File: src/rtl/alu_muldiv_seq_pkg.sv
`default_nettype none
// ============================================================================
//  Module  : alu_muldiv_seq_pkg
//  Purpose : Shared definitions for the iterative RV32M multiply/divide
//            sequencer: funct3 operation codes, FSM state type and small
//            decode helpers for operand signedness.
//  Ports   : none (package)
//  Revision: 1.0  initial release
// ============================================================================
package alu_muldiv_seq_pkg;

  // RV32M funct3 encodings
  localparam logic [2:0] F3_MUL    = 3'd0;
  localparam logic [2:0] F3_MULH   = 3'd1;
  localparam logic [2:0] F3_MULHSU = 3'd2;
  localparam logic [2:0] F3_MULHU  = 3'd3;
  localparam logic [2:0] F3_DIV    = 3'd4;
  localparam logic [2:0] F3_DIVU   = 3'd5;
  localparam logic [2:0] F3_REM    = 3'd6;
  localparam logic [2:0] F3_REMU   = 3'd7;

  // Sequencer states (2-bit encoding)
  typedef enum logic [1:0] {
    MD_IDLE = 2'd0,
    MD_CALC = 2'd1,
    MD_FIX  = 2'd2,
    MD_DONE = 2'd3
  } md_state_t;

  // rs1 is treated as signed for every op except the fully unsigned ones.
  // MUL is listed as signed: its low half is identical either way.
  function automatic logic op1_is_signed(input logic [2:0] f3);
    return (f3 == F3_MUL) || (f3 == F3_MULH) || (f3 == F3_MULHSU) ||
           (f3 == F3_DIV) || (f3 == F3_REM);
  endfunction

  // rs2 is signed for MUL/MULH/DIV/REM; MULHSU takes rs2 as unsigned.
  function automatic logic op2_is_signed(input logic [2:0] f3);
    return (f3 == F3_MUL) || (f3 == F3_MULH) ||
           (f3 == F3_DIV) || (f3 == F3_REM);
  endfunction

  // funct3[2] separates the divide family from the multiply family.
  function automatic logic is_div_op(input logic [2:0] f3);
    return f3[2];
  endfunction

  // Within the divide family, funct3[1] selects remainder over quotient.
  function automatic logic is_rem_op(input logic [2:0] f3);
    return f3[2] & f3[1];
  endfunction

endpackage : alu_muldiv_seq_pkg
`default_nettype wire

File: src/rtl/alu_muldiv_seq_if.sv
`default_nettype none
// ============================================================================
//  Module  : alu_muldiv_seq_if
//  Purpose : Request/response bundle between the EX stage and the
//            multiply/divide sequencer.
//  Signals : start, flush, funct3, operand1, operand2  (EX -> sequencer)
//            busy, stall, out_valid, result            (sequencer -> EX)
//  Modports: master = EX stage side, slave = sequencer side
//  Revision: 1.0  initial release
// ============================================================================
interface alu_muldiv_seq_if #(
  parameter int XLEN = 32
);
  logic            start;
  logic            flush;
  logic [2:0]      funct3;
  logic [XLEN-1:0] operand1;
  logic [XLEN-1:0] operand2;
  logic            busy;
  logic            stall;
  logic            out_valid;
  logic [XLEN-1:0] result;

  modport master (
    output start, flush, funct3, operand1, operand2,
    input  busy, stall, out_valid, result
  );

  modport slave (
    input  start, flush, funct3, operand1, operand2,
    output busy, stall, out_valid, result
  );
endinterface : alu_muldiv_seq_if
`default_nettype wire

File: src/rtl/alu_muldiv_seq_negate.sv
`default_nettype none
// ============================================================================
//  Module  : alu_muldiv_seq_negate
//  Purpose : Combinational conditional two's-complement negate. Used to
//            form operand magnitudes on entry and to restore result signs
//            after the unsigned iteration loop.
//  Ports   : value  in  WIDTH  input word
//            negate in  1      1 = return -value, 0 = pass through
//            result out WIDTH  conditionally negated word
//  Revision: 1.0  initial release
// ============================================================================
module alu_muldiv_seq_negate #(
  parameter int WIDTH = 32
) (
  input  logic [WIDTH-1:0] value,
  input  logic             negate,
  output logic [WIDTH-1:0] result
);

  assign result = negate ? (~value + WIDTH'(1)) : value;

endmodule : alu_muldiv_seq_negate
`default_nettype wire

File: src/rtl/alu_muldiv_seq.sv
`default_nettype none
// ============================================================================
//  Module  : alu_muldiv_seq
//  Purpose : Iterative RV32M multiply/divide sequencer sitting beside the
//            single-cycle ALU in EX. One radix-2 iteration per cycle:
//            shift-add for MUL*, restoring subtract for DIV*/REM*.
//            Holds the pipeline stall line until the result is ready and
//            honours pipeline flush.
//  Ports   : CPU_CLK    in   core clock, rising edge
//            CPU_RST_N  in   asynchronous active-low reset
//            md         slave modport of alu_muldiv_seq_if
//              start/flush/funct3/operand1/operand2 in
//              busy/stall/out_valid/result           out
//  Options : MULDIV_EARLY_OUT_EN  when defined, multiplies with a zero
//            operand and divides with |op1| < |op2| finish in one cycle.
//  Revision: 1.0  initial release
// ============================================================================
module alu_muldiv_seq
  import alu_muldiv_seq_pkg::*;
#(
  parameter int XLEN  = 32,
  parameter int CNT_W = 6
) (
  input  logic               CPU_CLK,
  input  logic               CPU_RST_N,
  alu_muldiv_seq_if.slave    md
);

  localparam logic [XLEN-1:0] MOST_NEG = {1'b1, {(XLEN-1){1'b0}}};

  // --------------------------------------------------------------------------
  // State
  // --------------------------------------------------------------------------
  md_state_t         state;
  logic [CNT_W-1:0]  counter;
  logic [2:0]        op;
  logic              sign_a;       // rs1 was negative and signed
  logic              sign_b;       // rs2 was negative and signed
  logic [2*XLEN-1:0] acc;          // MUL: {partial, multiplier}; DIV: {rem, quo}
  logic [XLEN-1:0]   mcand;        // multiplicand or divisor magnitude
  logic [XLEN-1:0]   result_q;

  // --------------------------------------------------------------------------
  // Request decode in IDLE
  // --------------------------------------------------------------------------
  logic            neg1, neg2;
  logic [XLEN-1:0] mag1, mag2;
  logic            accept;
  logic            div_zero;
  logic            div_ovf;
  logic            shortcut;
  logic [XLEN-1:0] shortcut_res;

  assign neg1   = op1_is_signed(md.funct3) & md.operand1[XLEN-1];
  assign neg2   = op2_is_signed(md.funct3) & md.operand2[XLEN-1];
  assign accept = (state == MD_IDLE) & md.start & ~md.flush;

  alu_muldiv_seq_negate #(.WIDTH(XLEN)) u_mag1 (
    .value  (md.operand1),
    .negate (neg1),
    .result (mag1)
  );

  alu_muldiv_seq_negate #(.WIDTH(XLEN)) u_mag2 (
    .value  (md.operand2),
    .negate (neg2),
    .result (mag2)
  );

  assign div_zero = is_div_op(md.funct3) & (md.operand2 == '0);
  assign div_ovf  = ((md.funct3 == F3_DIV) || (md.funct3 == F3_REM)) &
                    (md.operand1 == MOST_NEG) & (md.operand2 == '1);

  // Cases whose answer is known without iterating; they go straight to DONE.
  always_comb begin
    shortcut     = 1'b0;
    shortcut_res = '0;
    if (div_zero) begin
      shortcut     = 1'b1;
      shortcut_res = is_rem_op(md.funct3) ? md.operand1 : '1;
    end else if (div_ovf) begin
      // Quotient wraps to the most negative value; remainder is zero.
      shortcut     = 1'b1;
      shortcut_res = is_rem_op(md.funct3) ? '0 : MOST_NEG;
    end
`ifdef MULDIV_EARLY_OUT_EN
    else if (!is_div_op(md.funct3) &&
             ((md.operand1 == '0) || (md.operand2 == '0))) begin
      shortcut     = 1'b1;
      shortcut_res = '0;
    end else if (is_div_op(md.funct3) && (mag1 < mag2)) begin
      // Quotient is zero and the remainder is the dividend, sign included.
      shortcut     = 1'b1;
      shortcut_res = is_rem_op(md.funct3) ? md.operand1 : '0;
    end
`endif
  end

  // --------------------------------------------------------------------------
  // One multiply iteration: conditional add into the upper half, then a
  // right shift that carries the add's carry-out into the top bit.
  // --------------------------------------------------------------------------
  logic [XLEN:0]     mul_sum;
  logic [2*XLEN-1:0] mul_next;

  assign mul_sum  = {1'b0, acc[2*XLEN-1:XLEN]} +
                    (acc[0] ? {1'b0, mcand} : {(XLEN+1){1'b0}});
  assign mul_next = {mul_sum, acc[XLEN-1:1]};

  // --------------------------------------------------------------------------
  // One restoring-divide iteration. The shifted partial remainder needs one
  // extra bit; since it is always below twice the divisor, the sign of the
  // (XLEN+1)-bit difference is the borrow.
  // --------------------------------------------------------------------------
  logic [XLEN:0]     rem_sh;
  logic [XLEN:0]     trial;
  logic              fits;
  logic [2*XLEN-1:0] div_next;

  assign rem_sh   = acc[2*XLEN-1:XLEN-1];
  assign trial    = rem_sh - {1'b0, mcand};
  assign fits     = ~trial[XLEN];
  assign div_next = {(fits ? trial[XLEN-1:0] : rem_sh[XLEN-1:0]),
                     acc[XLEN-2:0], fits};

  // --------------------------------------------------------------------------
  // Sign restoration and result selection for FIX
  // --------------------------------------------------------------------------
  logic [2*XLEN-1:0] prod_fixed;
  logic [XLEN-1:0]   quo_fixed;
  logic [XLEN-1:0]   rem_fixed;
  logic [XLEN-1:0]   fix_res;

  alu_muldiv_seq_negate #(.WIDTH(2*XLEN)) u_fix_prod (
    .value  (acc),
    .negate (sign_a ^ sign_b),
    .result (prod_fixed)
  );

  alu_muldiv_seq_negate #(.WIDTH(XLEN)) u_fix_quo (
    .value  (acc[XLEN-1:0]),
    .negate (sign_a ^ sign_b),
    .result (quo_fixed)
  );

  // Remainder follows the dividend's sign only.
  alu_muldiv_seq_negate #(.WIDTH(XLEN)) u_fix_rem (
    .value  (acc[2*XLEN-1:XLEN]),
    .negate (sign_a),
    .result (rem_fixed)
  );

  always_comb begin
    fix_res = '0;
    case (op)
      F3_MUL:                       fix_res = prod_fixed[XLEN-1:0];
      F3_MULH, F3_MULHSU, F3_MULHU: fix_res = prod_fixed[2*XLEN-1:XLEN];
      F3_DIV, F3_DIVU:              fix_res = quo_fixed;
      F3_REM, F3_REMU:              fix_res = rem_fixed;
      default:                      fix_res = '0;
    endcase
  end

  // --------------------------------------------------------------------------
  // Sequencer FSM
  // --------------------------------------------------------------------------
  always_ff @(posedge CPU_CLK or negedge CPU_RST_N) begin
    if (!CPU_RST_N) begin
      state    <= MD_IDLE;
      counter  <= '0;
      op       <= '0;
      sign_a   <= 1'b0;
      sign_b   <= 1'b0;
      acc      <= '0;
      mcand    <= '0;
      result_q <= '0;
    end else begin
      case (state)
        MD_IDLE: begin
          if (accept) begin
            op     <= md.funct3;
            sign_a <= neg1;
            sign_b <= neg2;
            if (shortcut) begin
              result_q <= shortcut_res;
              state    <= MD_DONE;
            end else begin
              acc     <= {{XLEN{1'b0}}, mag1};
              mcand   <= mag2;
              counter <= CNT_W'(XLEN);
              state   <= MD_CALC;
            end
          end
        end

        MD_CALC: begin
          if (md.flush) begin
            state <= MD_IDLE;
          end else begin
            acc     <= is_div_op(op) ? div_next : mul_next;
            counter <= counter - CNT_W'(1);
            // The iteration performed at count 1 is the last of XLEN.
            if (counter == CNT_W'(1)) begin
              state <= MD_FIX;
            end
          end
        end

        MD_FIX: begin
          if (md.flush) begin
            state <= MD_IDLE;
          end else begin
            result_q <= fix_res;
            state    <= MD_DONE;
          end
        end

        MD_DONE: begin
          state <= MD_IDLE;
        end

        default: begin
          state <= MD_IDLE;
        end
      endcase
    end
  end

  // --------------------------------------------------------------------------
  // Outputs. busy/out_valid decode straight from the state flops. stall also
  // covers the acceptance cycle so EX freezes on the very edge that latches
  // the request; it drops in DONE so EX advances with the result.
  // --------------------------------------------------------------------------
  assign md.busy      = (state == MD_CALC) || (state == MD_FIX);
  assign md.stall     = accept | md.busy;
  assign md.out_valid = (state == MD_DONE);
  assign md.result    = result_q;

endmodule : alu_muldiv_seq
`default_nettype wire

File: src/flat_wrapper.sv
// flat-port wrapper written by rule: the top's interface ports become plain ports
module alu_muldiv_seq_flat import alu_muldiv_seq_pkg::*;
#(
  parameter int XLEN  = 32,
  parameter int CNT_W = 6
)
  (CPU_CLK, CPU_RST_N, md_start, md_flush, md_funct3, md_operand1, md_operand2, md_busy, md_stall, md_out_valid, md_result);
  alu_muldiv_seq_if #(.XLEN(XLEN)) md_i ();
  input  logic CPU_CLK;
  input  logic CPU_RST_N;
  input wire logic [$bits(md_i.start)-1:0] md_start;
  input wire logic [$bits(md_i.flush)-1:0] md_flush;
  input wire logic [$bits(md_i.funct3)-1:0] md_funct3;
  input wire logic [$bits(md_i.operand1)-1:0] md_operand1;
  input wire logic [$bits(md_i.operand2)-1:0] md_operand2;
  output wire logic [$bits(md_i.busy)-1:0] md_busy;
  output wire logic [$bits(md_i.stall)-1:0] md_stall;
  output wire logic [$bits(md_i.out_valid)-1:0] md_out_valid;
  output wire logic [$bits(md_i.result)-1:0] md_result;
  assign md_i.start = md_start;
  assign md_i.flush = md_flush;
  assign md_i.funct3 = md_funct3;
  assign md_i.operand1 = md_operand1;
  assign md_i.operand2 = md_operand2;
  assign md_busy = md_i.busy;
  assign md_stall = md_i.stall;
  assign md_out_valid = md_i.out_valid;
  assign md_result = md_i.result;
  alu_muldiv_seq #(.XLEN(XLEN), .CNT_W(CNT_W)) u_core (.CPU_CLK(CPU_CLK), .CPU_RST_N(CPU_RST_N), .md(md_i));
endmodule
File: config.mk
export PLATFORM = sky130hd
export DESIGN_NAME = alu_muldiv_seq_flat
export DESIGN_NICKNAME = d
export VERILOG_FILES = /design/src/rtl/alu_muldiv_seq_pkg.sv /design/src/rtl/alu_muldiv_seq_if.sv /design/src/rtl/alu_muldiv_seq_negate.sv /design/src/rtl/alu_muldiv_seq.sv /design/src/flat_wrapper.sv
export SDC_FILE = /design/constraint.sdc
export NUM_CORES = 1
export LEC_CHECK = 0
export CORE_MARGIN = 1
export CORE_UTILIZATION = 53
export CTS_BUF_LIST = sky130_fd_sc_hd__clkbuf_16
export DETAILED_ROUTE_END_ITERATION = 8
export PLACE_DENSITY = 0.73
export SLEW_MARGIN = 20
export SYNTH_ARGS = -nofsm -noshare
export SYNTH_HDL_FRONTEND = slang
export SYNTH_HIERARCHICAL = 1
export SYNTH_SLANG_ARGS = --single-unit
File: constraint.sdc
create_clock -name CPU_CLK -period 4.12 [get_ports CPU_CLK]
set_input_delay 0.824 -clock CPU_CLK [delete_from_list [all_inputs] [get_ports CPU_CLK]]
set_output_delay 0.824 -clock CPU_CLK [all_outputs]
set_load 0.05 [all_outputs]
==> metrics.yaml <==
outcome: "completed"
dpl_cell_area_sq_um: 18300
synthArstFlopShare_pct: 100
relSlewSlack_pct: 24.6
drc: 0
die_y_um: 178
vias: 16679
powerDensity_nw_per_um2: 891
syn_to_final_growth_pct: 15.1
finalHoldViolations: 0
nets: 2308
route.antenna.remaining_nets: 0
h-tree-depth: 4
clk_path_buf_depth: 2
start_util_pct: 53.9
gp_congestion: 0.966
cts_buffers: 17
yosysSeqAreaShare_pct: 21.4
cts.repair.resized: 0
maxCapViolCount: 0
skew_ps: 10.1
port_buffers: 105
path_delay_family: "simple AND/OR/NAND/NOR gates"
synth_area_sq_um: 16500
clkTransAtPathRegs_ps: 60
synth_flop_cell: "dfrtp_1"
drt-total-wl_mm: 53.9
synth_cell_type_count: 92
antenna_found_initial: 0
clock_latency_ps: 440
syn_area_per_cell_sq_um: 7.99
core_sq_um: 30600
grt_overflow_total: 0
tns_ps: 0
arrival_ps: 4310
rsz0062_at_grt: "no"
ys_top_cells_by_count: "xnor2_1, nand2_1, o21ai_0"
vias_per_cell: 6.49
die_w_um: 178
fin_util_pct: 62.0
wl_met2_mm: 24.9
grt_max_degree: 97
dieArea_sq_um: 31800
synth_top_cell_area_share_pct: 21.4
synth_area_leaders: "dfrtp_1, xnor2_1, ha_1"
drt_iter0_drc: 1672
max-vdd-ir-drop_uv: 609
path_class: "in2reg"
fmax_mhz: 253
yosysWarnings: 6
routed.top_layer: "met4"
cp_slowest_stage_delay_ps: 990
holdWs_ps: 468
grt_pass1_wl_mm: 85.3
post-dp-hpwl_mm: 39.6
root_buffer: "clkbuf_16"
leakage_nw: 7.44
min_period_ps: 3950
clock-sinks: 141
track_usage_pct: 34.3
crit_chain: "clkdlybuf4s50_1 -> and4_1 -> nand4_1 -> nor4_1 -> a2111oi_0 -> buf_4 -> o21ai_2 -> buf_12 -> or4b_1 -> o211ai_1"
wl_met3_mm: 3.89
n_fill_cell: 2746
num_rows: 64
cp-end-kind: "register"
drive_gt1_share_pct: 10.2
dp_slack_ps: -77.7
syn_inst: 2061
drtPass1Iterations: 7
layout.cells.non_filler: 2568
post_cts_buffers: 0
cts_tree: "yes"
antenna_cells: 0
postCtsHoldBufs: 0
slew_viol_final: 0
synth_edf_count: 0
worstPathRequired_ps: 4480
post-synth-top-count-cell: "xnor2_1"
reg2regPathDepth: 12
crit_buf_inv: 3
fin_crit_sh_pct: 95.9
critPathMaxFanout: 28
total_power_mw: 16.9
ioPinCount: 106
startpoint: "md_operand2[30]"
grt_pass1_vias: 15769
synth_top_cell_by_area: "dfrtp_1"
syn_nets: 2210
setup_viol: 0
fin_ws_ps: 171
wl_met1_mm: 22.3
wl_per_cell_um: 21.0
slowest_stage: "a2111oi_0"
rr_startpoint: "u_core/acc[31]"
cp-start-kind: "primary input"
synth-seq-cells: 141
dp_cells: 2536
hold_path.class: "in2async"
cp_num_cells: 10
design_area_sq_um: 19000
worst_slew_pin_slew_ps: 1100
==> worst register-to-register path: cells and delay by family, from the launching register on <==
| family | cells | cell delay (ps) |
|---|---|---|
| buffers and inverters | 1 | 140 |
| flip-flops | 1 | 540 |
| AND/OR/NAND/NOR | 2 | 750 |
| adder cells (fa/ha/maj) | 2 | 670 |
| AO/OA/AOI/OAI | 6 | 1370 |
| XOR/XNOR | 1 | 290 |
==> path summary, 6_finish.rpt <==
path	slack [ps]	to
worst max-delay path	170	u_core/acc[62]
worst min-delay path	470	u_core/md.result[9]
worst max register to register	240	u_core/acc[58]
worst min register to register	520	u_core/md.result[16]
max in group asynchronous	2760	u_core/mcand[22]
min in group CPU_CLK	520	u_core/md.result[16]
==> metal layers <==
layer  up-vias  global-route usage, %
met4         0                   18.2
met5         -                      0
met3       160                   5.14
met1      8046                   43.3
li1       7743                      -
met2       730                   56.3
==> power by group <==
part	switching, mW	internal [mW]	total [mW]
combinational	7.00	5.15	12.2
sequential	1.08	1.98	3.06
clock	0.669	1.01	1.68
==> logic make-up (layout without fill, tap and decap cells) <==
logic type | Yosys count | in the layout | share of synthesized area [%]
adder cells (fa/ha/maj) | 78 | 78 | 6.02
AO/OA/AOI/OAI | 646 | 646 | 25.8
flip-flops | 141 | 141 | 21.4
buffers and inverters | 184 | 295 | 4.60
XOR/XNOR | 242 | 242 | 12.9
AND/OR/NAND/NOR | 669 | 669 | 23.1
multiplexers | 101 | 101 | 6.21
==> cell usage in the layout (no fill, tap or decap), types with 19 or more instances in the layout <==
cell type / count
inv_1: 73
nand2_1: 178
nand3_1: 28
a22oi_1: 38
dfrtp_1: 139
nor4_1: 29
a211oi_1: 39
xnor2_1: 220
clkdlybuf4s50_1: 104
o21ai_1: 24
and2_1: 41
nand2b_1: 28
nor2b_1: 44
a21o_1: 19
o21ai_0: 176
o41ai_2: 20
buf_4: 77
a21oi_1: 166
mux2i_1: 92
o31ai_1: 55
ha_1: 76
o41ai_1: 28
nor2_1: 147
nand4_1: 28
xor2_1: 21
nor3_1: 21
==> final cells by class <==
cell class                      count  area, sq um  area share, %
Clock buffer                       17          425           2.24
Clock inverter                     15          195           1.03
Inverter                           73          274           1.45
Multi-Input combinational cell   1736        12200           64.6
Sequential cell                   141         3530           18.6
Tap cell                          396          495           2.61
Timing Repair Buffer              190         1790           9.44
==> flip-flops by register name, summed over array words and instances, names as in the netlist <==
name and count:
u_core/mcand 32, u_core/op 3, u_core/sign_b 1, u_core/state 2, u_core/counter 6, u_core/md.result 32, u_core/sign_a 1, u_core/acc 64
Note: power is estimated with default switching activity, not from simulation.
